`config.mk`:
```
export PLATFORM = sky130hd
export DESIGN_NAME = full_shifter
export DESIGN_NICKNAME = d
export VERILOG_FILES = /design/src/rtl/full_shifter.sv
export SDC_FILE = /design/constraint.sdc
export NUM_CORES = 1
export LEC_CHECK = 0
export ABC_AREA = 1
export CORE_MARGIN = 1
export CORE_UTILIZATION = 30
export CTS_BUF_LIST = sky130_fd_sc_hd__clkbuf_16
export CTS_CLUSTER_DIAMETER = 50
export DETAILED_ROUTE_END_ITERATION = 10
export GPL_TIMING_DRIVEN = 0
export PLACE_DENSITY = 0.5
export SYNTH_ARGS = -nofsm -noshare
export SYNTH_HDL_FRONTEND = slang
export SYNTH_SLANG_ARGS = --single-unit
```
`constraint.sdc`:
```
create_clock -name clk -period 1.4 [get_ports clk]
set_input_delay 0.21 -clock clk [delete_from_list [all_inputs] [get_ports clk]]
set_output_delay 0.21 -clock clk [all_outputs]
set_load 0.01 [all_outputs]
```
`src/rtl/full_shifter.sv`:
```
// full_shifter: 32-bit log-depth barrel shifter (SLL / SRA) with a registered result.
module full_shifter (
  input  logic        clk,
  input  logic        reset,
  input  logic [31:0] A,
  input  logic        d,
  input  logic [4:0]  amt,
  output logic [31:0] result
);
  logic [5:0][31:0] s;
  assign s[0] = A;
  for (genvar k = 0; k < 5; k++) begin : g_stage
    localparam int N = 1 << k;
    // s[k][31] equals A[31] at every stage, so right-shift fill stays the sign bit
    assign s[k+1] = !amt[k] ? s[k] :
                    d       ? {{N{s[k][31]}}, s[k][31:N]} :
                              {s[k][31-N:0], {N{1'b0}}};
  end
  always_ff @(posedge clk or posedge reset)
    if (reset) result <= '0;
    else       result <= s[5];
endmodule

```
==> results of run 1 <==
-- path summary, 6_finish.rpt --
path	start	endpoint	slack (ns)	depth (start not counted)
max in group asynchronous	reset	result[11]	0.73	3
worst max-delay path	d	result[29]	-0.03	14
min in group clk	amt[3]	result[11]	0.63	7
worst min-delay path	reset	result[26]	0.23	2
-- area by class of cell --
class | instances | area, µm²
Tap cell | 172 | 215
Timing Repair Buffer | 93 | 1010
Fill cell | 1242 | 5590
Inverter | 15 | 73.8
Sequential cell | 32 | 801
Clock inverter | 3 | 38.8
Multi-Input combinational cell | 597 | 4390
Buffer | 46 | 475
Clock buffer | 5 | 125
-- worst max-delay path: cells and delay by family --
family	cells	cell delay, ns
AND/OR/NAND/NOR	10	0.92
buffers and inverters	4	0.43
-- stage by stage --
step | TNS, ns | worst slack, ns
finish | -0.0803 | -0.0347
global route | -1.43 | -0.110
CTS | -0.147 | -0.0454
detailed placement | -33.04 | -0.929
global placement | -29.95 | -0.889
floorplan | -0.123 | -0.0234
-- cell families after synthesis --
group | synth area share
compound gates | 0.0127
flops | 0.203
simple gates | 0.701
buf+inv | 0.0839
-- power groups by stage --
stage | registers (mW) | logic [mW] | clock network [mW]
floorplan | 1.14 | 0.961 | 0
global placement | 1.07 | 1.72 | 0
detailed placement | 1.08 | 1.72 | 0
CTS | 1.06 | 1.96 | 1.21
global route | 1.07 | 2.69 | 1.24
finish | 1.06 | 2.51 | 1.19
-- routing by layer --
layer	wire [µm]	track usage	vias to the layer above
li1	-	-	2430
met1	6660	0.277	2409
met2	8600	0.429	202
met3	930	0.0311	49
met4	714	0.107	0
met5	0	0	-
-- layout by cell type, fill, tap and decap left out, types with 4 or more instances in the layout --
cell type and n:
buf_12 9, buf_2 7, buf_4 22, buf_6 12
clkbuf_16 11, clkbuf_2 4, clkbuf_4 5, clkdlybuf4s50_1 34
dfrtp_1 32, dlygate4sd2_1 30, inv_1 8, inv_2 4
nand2_1 217, nand2_2 145, nand2_4 28, nand3_1 41
nand3_2 81, nand3_4 70
-- what timing repair did --
| action | CTS | global route |
|---|---|---|
| pin swaps | 63 | 87 |
| gates resized for setup | 198 | 297 |
| cloned | 1 | 6 |
| setup buffers | 13 | 2 |
| setup endpoints to repair | 32 | 32 |
==> run_results.csv, run 1 <==
group,metric,value,unit
timing,finalCritPeriodShare,1.02,
clocking,cts_hold_buf,0,
flow_run,maxCapViolCount,0,
yosys,yosysTopAreaCell,"nand2_1",
finish,syn_to_final_growth,80.4,%
floorplan,die_w,117,µm
finish,drive_gt1_frac,0.526,
pwr,sw_frac_of_total,0.392,
global_routing,grt_pass1_wl,25.0,mm
floorplan,ios,72,
drt,postRouteWirelength,16.9,mm
timing,setup_slack,-0.0347,ns
place,port_buffers,70,
pwr,p_per_area,668,nW/µm²
status,outcome,"finished, violations left",
status,violations,"setup timing",
yosys,yosys-top-cells-count,"nand2_1, nand3_1, nand3_2",
yosys,synthTopCellsByArea,"nand2_1, dfrtp_1, nand3_1",
timing,finalHoldWorstSlack,0.227,ns
pwr,switchingPower,1.87,mW
drt,viasPerCell,5.29,
clocking,htree_num_levels,2,
floorplan,die_area,13600,µm²
finish,final_util,0.560,
finish,fin_nets,830,
yosys,synth-seq-cells,32,
global_routing,grtUsageTotal,0.237,
timing,fin_crit,1.43,ns
global_routing,grt_max_degree,33,
yosys,async_flop_share,1.00,
finish,num_antenna_cells,0,
worst_setup_path,start_kind,"input port",
clocking,cts_tree,"yes",
yosys,synth_most_common_cell,"nand2_1",
yosys,syn-cell-area,3950,µm²
clocking,root_buffer,"clkbuf_16",
worst_setup_path,cpMostUsedCell,"nand3_2",
finish,largest_reg_flops,32,
yosys,synth_area_per_cell,5.73,µm²
timing,setup_violations,5,
yosys,synthesis.nets,730,
timing,hold_violations,0,
min_path,hp-class,"in -> async",
drt,drc_errors,0,
drt,drt_pass1_iterations,5,
yosys,yosysTopAreaCellShare,0.369,
global_routing,grt_pass1_vias,4902,
worst_setup_path,required,1.54,ns
timing,rsz0062_at_grt,"true",
global_routing,antenna_found_initial,0,
pwr,comb_power_share,0.527,
finish,finalInstanceArea,7130,µm²
yosys,synthDistinctLibCells,19,
worst_setup_path,cp_data_arrival_time,1.58,ns
drt,drt_iter0_markers,199,
yosys,netlist_instances,690,
place,hpwl,12.5,mm
floorplan,fp.dieH,117,µm
finish,post_layout_nonfiller_instances,963,
worst_setup_path,slowest_stage,"clkbuf_16",
pwr,p_int,2.90,mW
worst_setup_path,crit_type,"in -> reg",
drt,final_antenna_net_count,0,
timing,final_max_slew_viol_count,0,
global_routing,overflow,0,
clocking,clkSlewWorstSetupHoldPaths,0.05,ns
pwr,p_seq_frac,0.223,
drt,vias,5090,
clocking,max-clock-path-buffers,2,
yosys,synth_ff_type,"dfrtp_1",
worst_setup_path,end_kind,"flip-flop",
finish,top_register,"result",
place,place_congestion,0.965,
yosys,synth_edf_count,0,
worst_setup_path,cp_cell_sequence,"buf_12, inv_8, buf_12, clkbuf_16, nand3_2, nand3_4, nand2_2, nand3_2, nand2_2, nand3_2, nand2_1, nand3_4, nand2_2, nand3_2",
pwr,p_leak,3.65,nW
floorplan,initial_core_util,0.311,
pwr,total_power,4.76,mW
worst_setup_path,crit_fanout,6,
clocking,cts_buffers,5,
finish,largestRegisters,"result (32)",
timing,slew_headroom,0.693,
yosys,ys_seq_area_frac,0.203,
timing,max_freq,697,MHz
pwr,power_frac_clock,0.250,
place,dp.cells,932,
floorplan,num_rows,41,
floorplan,core,12700,µm²
pwr,vdd_drop_max,0.353,mV
worst_setup_path,critPathMaxStageDelay,0.16,ns
drt,wl_per_cell,17.6,µm
timing,worst_pin_slew,0.459,ns
place,dpl_cell_area,4910,µm²
clocking,cts_sinks,32,
yosys,yosys_warnings,0,
Power figures use the tool's default switching activity.
==> run 2: changes to the inputs <==
- CORE_ASPECT_RATIO: unset -> 0.8
==> run_results.csv, run 2 (same netlist as run 1, synthesis figures left out) <==
group,metric,value,unit
status,outcome,"finished, violations left",
status,violations,"setup timing",
place,hpwl,12.1,mm
timing,finalCritPeriodShare,1.00,
global_routing,use_met3,0.0507,
worst_setup_path,critPathMaxStageDelay,0.14,ns
timing,rsz0062_at_grt,"true",
clocking,cts_tree,"yes",
drt,wl_per_cell,17.5,µm
drt,drc_errors,0,
finish,fin_nets,831,
timing,final.setup.tns,-0.00273,ns
clocking,clkSlewWorstSetupHoldPaths,0.05,ns
finish,fillCellCount,1251,
clocking,cts_buffers,5,
worst_setup_path,slowest_stage,"buf_12",
global_routing,grt_max_degree,33,
worst_setup_path,crit_fanout,6,
place,dp.cells,935,
worst_setup_path,cp-startpoint,"d",
floorplan,ios,72,
pwr,comb_power_share,0.541,
clocking,max-clock-path-buffers,2,
clocking,cts_sinks,32,
worst_setup_path,start_kind,"input port",
finish,largest_reg_flops,32,
global_routing,grtUsageMet1,0.370,
timing,worst_pin_slew,1.09,ns
finish,num_antenna_cells,0,
clocking,cts_hold_buf,0,
worst_setup_path,cp_data_arrival_time,1.55,ns
global_routing,met2_usage,0.360,
global_routing,grt_busiest_layer,"met1",
finish,post_layout_nonfiller_instances,966,
drt,drt_pass1_iterations,5,
floorplan,die_w,130,µm
pwr,p_int,2.64,mW
floorplan,initial_core_util,0.307,
timing,setup_slack,-0.00273,ns
drt,vias,5293,
worst_setup_path,end_kind,"flip-flop",
global_routing,overflow,0,
finish,largestRegisters,"result (32)",
pwr,p_seq_frac,0.240,
timing,fin_crit,1.40,ns
timing,max_freq,713,MHz
pwr,sw_frac_of_total,0.404,
worst_setup_path,required,1.54,ns
clocking,root_buffer,"clkbuf_16",
finish,top_register,"result",
drt,postRouteWirelength,16.9,mm
global_routing,antenna_found_initial,0,
worst_setup_path,crit_type,"in -> reg",
timing,setup_violations,1,
min_path,hp-class,"in -> async",
flow_run,maxCapViolCount,0,
drt,viasPerCell,5.48,
finish,final_common_cell,"nand2_1",
timing,final_max_slew_viol_count,0,
finish,syn_to_final_growth,70.2,%
place,port_buffers,70,
drt,final_antenna_net_count,0,
global_routing,grtUsageTotal,0.244,
pwr,switchingPower,1.79,mW
finish,final_util,0.522,
finish,drive_gt1_frac,0.489,
pwr,vdd_drop_max,0.651,mV
floorplan,core,12900,µm²
place,place_congestion,0.899,
pwr,power_frac_clock,0.219,
drt,drt_iter0_markers,525,
clocking,htree_num_levels,2,
finish,final_cell_mix,"nand2_1, nand2_2, nand3_2, nand3_4, nand3_1",
pwr,p_per_area,659,nW/µm²
global_routing,grt_pass1_vias,4981,
global_routing,grt_pass1_wl,25.9,mm
floorplan,die_area,13600,µm²
worst_setup_path,cp_cell_sequence,"buf_8, inv_4, buf_12, buf_16, nand3_4, nand3_4, nand2_1, nand3_4, nand2_2, nand2_4, a21oi_2, nand2_1, nand2_1, nand3_1",
timing,hold_violations,0,
floorplan,fp.dieH,105,µm
pwr,p_leak,3.42,nW
floorplan,num_rows,37,
timing,slew_headroom,0.267,
## run 2: path summary, 6_finish.rpt
kind	endpoint	slack (ns)	depth (start not counted)
max	result[24]	-0.003	14
min	result[17]	0.39	2
max in group asynchronous	result[30]	0.50	2
min in group clk	result[31]	0.59	4
## run 2: power groups by stage
stage | sequential [mW] | combinational [mW] | clock [mW]
2_1_floorplan | 1.14 | 0.961 | 0
3_3_place_gp | 1.08 | 1.71 | 0
3_5_place_dp | 1.08 | 1.71 | 0
4_1_cts | 1.07 | 1.93 | 0.991
5_1_grt | 1.07 | 2.57 | 1.04
6_report | 1.06 | 2.40 | 0.970
## run 2: cell type report
cell class,instances,area [µm²],area share
buffer,46,448,0.0666
clock buffer,5,125,0.0186
clock inverter,2,7.51,0.00112
inverter,15,68.8,0.0102
multi-input combinational,597,4140,0.615
sequential,32,801,0.119
tap,175,219,0.0326
timing repair buffer,94,917,0.136
## run 2: per-layer routing
metal  routed length (µm)  vias up
li1                     -     2439
met1                 8260     2645
met2                 7420      199
met3                 1150       10
met4                   45        0
met5                    0        -
## run 2: what timing repair did
action	in CTS	in global routing
resized for setup	179	251
setup buffers	11	7
pin swaps	39	97
endpoints found under the setup margin	32	32
gates cloned	6	1
## run 2: critical path: cells and delay by family
| kind | cells | cell delay [ns] |
|---|---|---|
| AOI/OAI and AO/OA | 1 | 0.12 |
| and+or+nand+nor | 9 | 0.78 |
| buffers and inverters | 4 | 0.41 |
## run 2: metrics by stage
stage	setup slack, ns	hold slack (ns)	cell area [µm²]	power (mW)
floorplan	-0.0234	0.326	3990	2.10
global placement	-0.936	0.827	4910	2.79
detailed placement	-0.923	0.820	4910	2.79
CTS	-0.0128	0.595	5710	3.99
global route	-0.0877	0.492	6720	4.68
finish	-0.00273	0.394	6720	4.43
==> run 3: changes to the inputs <==
- CTS_BUF_LIST: sky130_fd_sc_hd__clkbuf_16 -> sky130_fd_sc_hd__clkbuf_8
- RECOVER_POWER: unset -> 25
==> run_results.csv, run 3 (same netlist as run 1, synthesis figures left out) <==
group,metric,value,unit
place,place_congestion,0.899,
clocking,clkSlewWorstSetupHoldPaths,0.06,ns
place,dp.cells,935,
timing,hold_violations,0,
pwr,vdd_drop_max,0.436,mV
finish,syn_to_final_growth,67.6,%
finish,drive_gt1_frac,0.474,
clocking,cts_sinks,32,
timing,max_freq,717,MHz
finish,top_register,"result",
timing,rsz0062_at_grt,"true",
finish,largest_reg_flops,32,
timing,setup_violations,0,
global_routing,grtUsageTotal,0.236,
clocking,max-clock-path-buffers,2,
global_routing,grt_pass1_wl,25.0,mm
timing,worst_pin_slew,0.593,ns
global_routing,grt_pass1_vias,4835,
place,port_buffers,70,
floorplan,die_area,13600,µm²
clocking,cts_tree,"yes",
finish,fin_nets,829,
finish,final_common_cell,"nand2_1",
clocking,htree_num_levels,2,
floorplan,num_rows,37,
clocking,root_buffer,"clkbuf_8",
floorplan,fp.dieH,105,µm
drt,wl_per_cell,17.5,µm
finish,finalInstanceArea,6620,µm²
timing,finalCritPeriodShare,0.997,
worst_setup_path,cp_data_arrival_time,1.54,ns
finish,post_layout_nonfiller_instances,964,
floorplan,die_w,130,µm
floorplan,initial_core_util,0.307,
worst_setup_path,cp_cell_sequence,"buf_12, inv_8, buf_12, clkbuf_16, nand3_4, nand3_4, nand2_2, nand3_2, nand2_2, nand3_4, nand2_1, nand3_2, nand2_1, nand3_1",
global_routing,overflow,0,
finish,largestRegisters,"result (32)",
worst_setup_path,required,1.55,ns
status,outcome,"completed",
drt,drc_errors,0,
worst_setup_path,crit_fanout,6,
drt,viasPerCell,5.45,
worst_setup_path,critPathMaxStageDelay,0.16,ns
timing,final_max_slew_viol_count,0,
worst_setup_path,end_kind,"flip-flop",
place,dpl_cell_area,4910,µm²
clocking,cts_buffers,5,
worst_setup_path,start_kind,"input port",
worst_setup_path,crit_type,"in -> reg",
finish,final_cell_mix,"nand2_1, nand2_2, nand3_2, nand3_1, nand3_4",
drt,postRouteWirelength,16.9,mm
global_routing,antenna_found_initial,0,
drt,vias,5256,
finish,num_antenna_cells,0,
clocking,cts_hold_buf,0,
drt,drt_iter0_markers,485,
floorplan,core,12900,µm²
worst_setup_path,cpMostUsedCell,"nand3_4",
flow_run,maxCapViolCount,0,
drt,final_antenna_net_count,0,
pwr,p_per_area,629,nW/µm²
global_routing,grt_max_degree,33,
timing,slew_headroom,0.605,
pwr,p_leak,3.45,nW
worst_setup_path,slowest_stage,"clkbuf_16",
place,hpwl,12.1,mm
timing,fin_crit,1.40,ns
floorplan,ios,72,
drt,drt_pass1_iterations,5,
min_path,hp-class,"in -> async",
## run 3: area by class of cell
| type | instances | area (µm²) |
|---|---|---|
| buffer | 46 | 468 |
| clock buffer | 7 | 96.3 |
| fill | 1253 | 6250 |
| inverter | 15 | 73.8 |
| multi-input combinational | 597 | 4050 |
| sequential | 32 | 801 |
| tap | 175 | 219 |
| timing repair buffer | 92 | 918 |
## run 3: repair_timing
action                                  CTS  global route
resized for setup                       131           290
gates cloned                              2             4
pin swaps                                24            95
buffers inserted                          6             9
endpoints found under the hold margin     0             0
endpoints found under the setup margin   32            37
## run 3: worst paths after layout
| kind | end | slack [ns] | start |
|---|---|---|---|
| worst min-delay path | result[17] | 0.30 | reset |
| min in group clk | result[31] | 0.58 | d |
| worst max-delay path | result[25] | 0.004 | d |
| max in group asynchronous | result[15] | 0.25 | reset |
## run 3: report_power, final
| part | leakage [nW] | switching (mW) | total (mW) | internal (mW) |
|---|---|---|---|---|
| logic | 2.99 | 1.41 | 2.36 | 0.956 |
| registers | 0.413 | 0.0272 | 1.06 | 1.03 |
| clock network | 0.0503 | 0.307 | 0.744 | 0.437 |
## run 3: worst max-delay path, delay by kind of cell
kind	cells	cell delay, ns
and+or+nand+nor	10	0.89
buffers and inverters	4	0.42
## run 3: per-layer routing
metal  share of wire  global-route usage  vias to the layer above  routed length [µm]
met3           0.075              0.0451                       15                1280
met5               0                   0                        -                   0
met1            0.48               0.356                     2579                8110
li1                -                   -                     2434                   -
met2            0.44               0.351                      228                7400
met4          0.0067              0.0266                        0                 113
## run 3: stage by stage
step | setup WS (ns) | TNS, ns | hold WS, ns | utilization | power (mW)
2_1_floorplan | -0.0234 | -0.123 | 0.326 | - | 2.10
3_3_place_gp | -0.936 | -31.09 | 0.827 | 0.381 | 2.79
3_5_place_dp | -0.923 | -31.72 | 0.820 | 0.381 | 2.79
4_1_cts | -0.00432 | -0.00763 | 0.573 | 0.417 | 3.65
5_1_grt | -0.0645 | -0.681 | 0.327 | 0.515 | 4.41
6_report | 0.00448 | 0 | 0.298 | 0.515 | 4.17
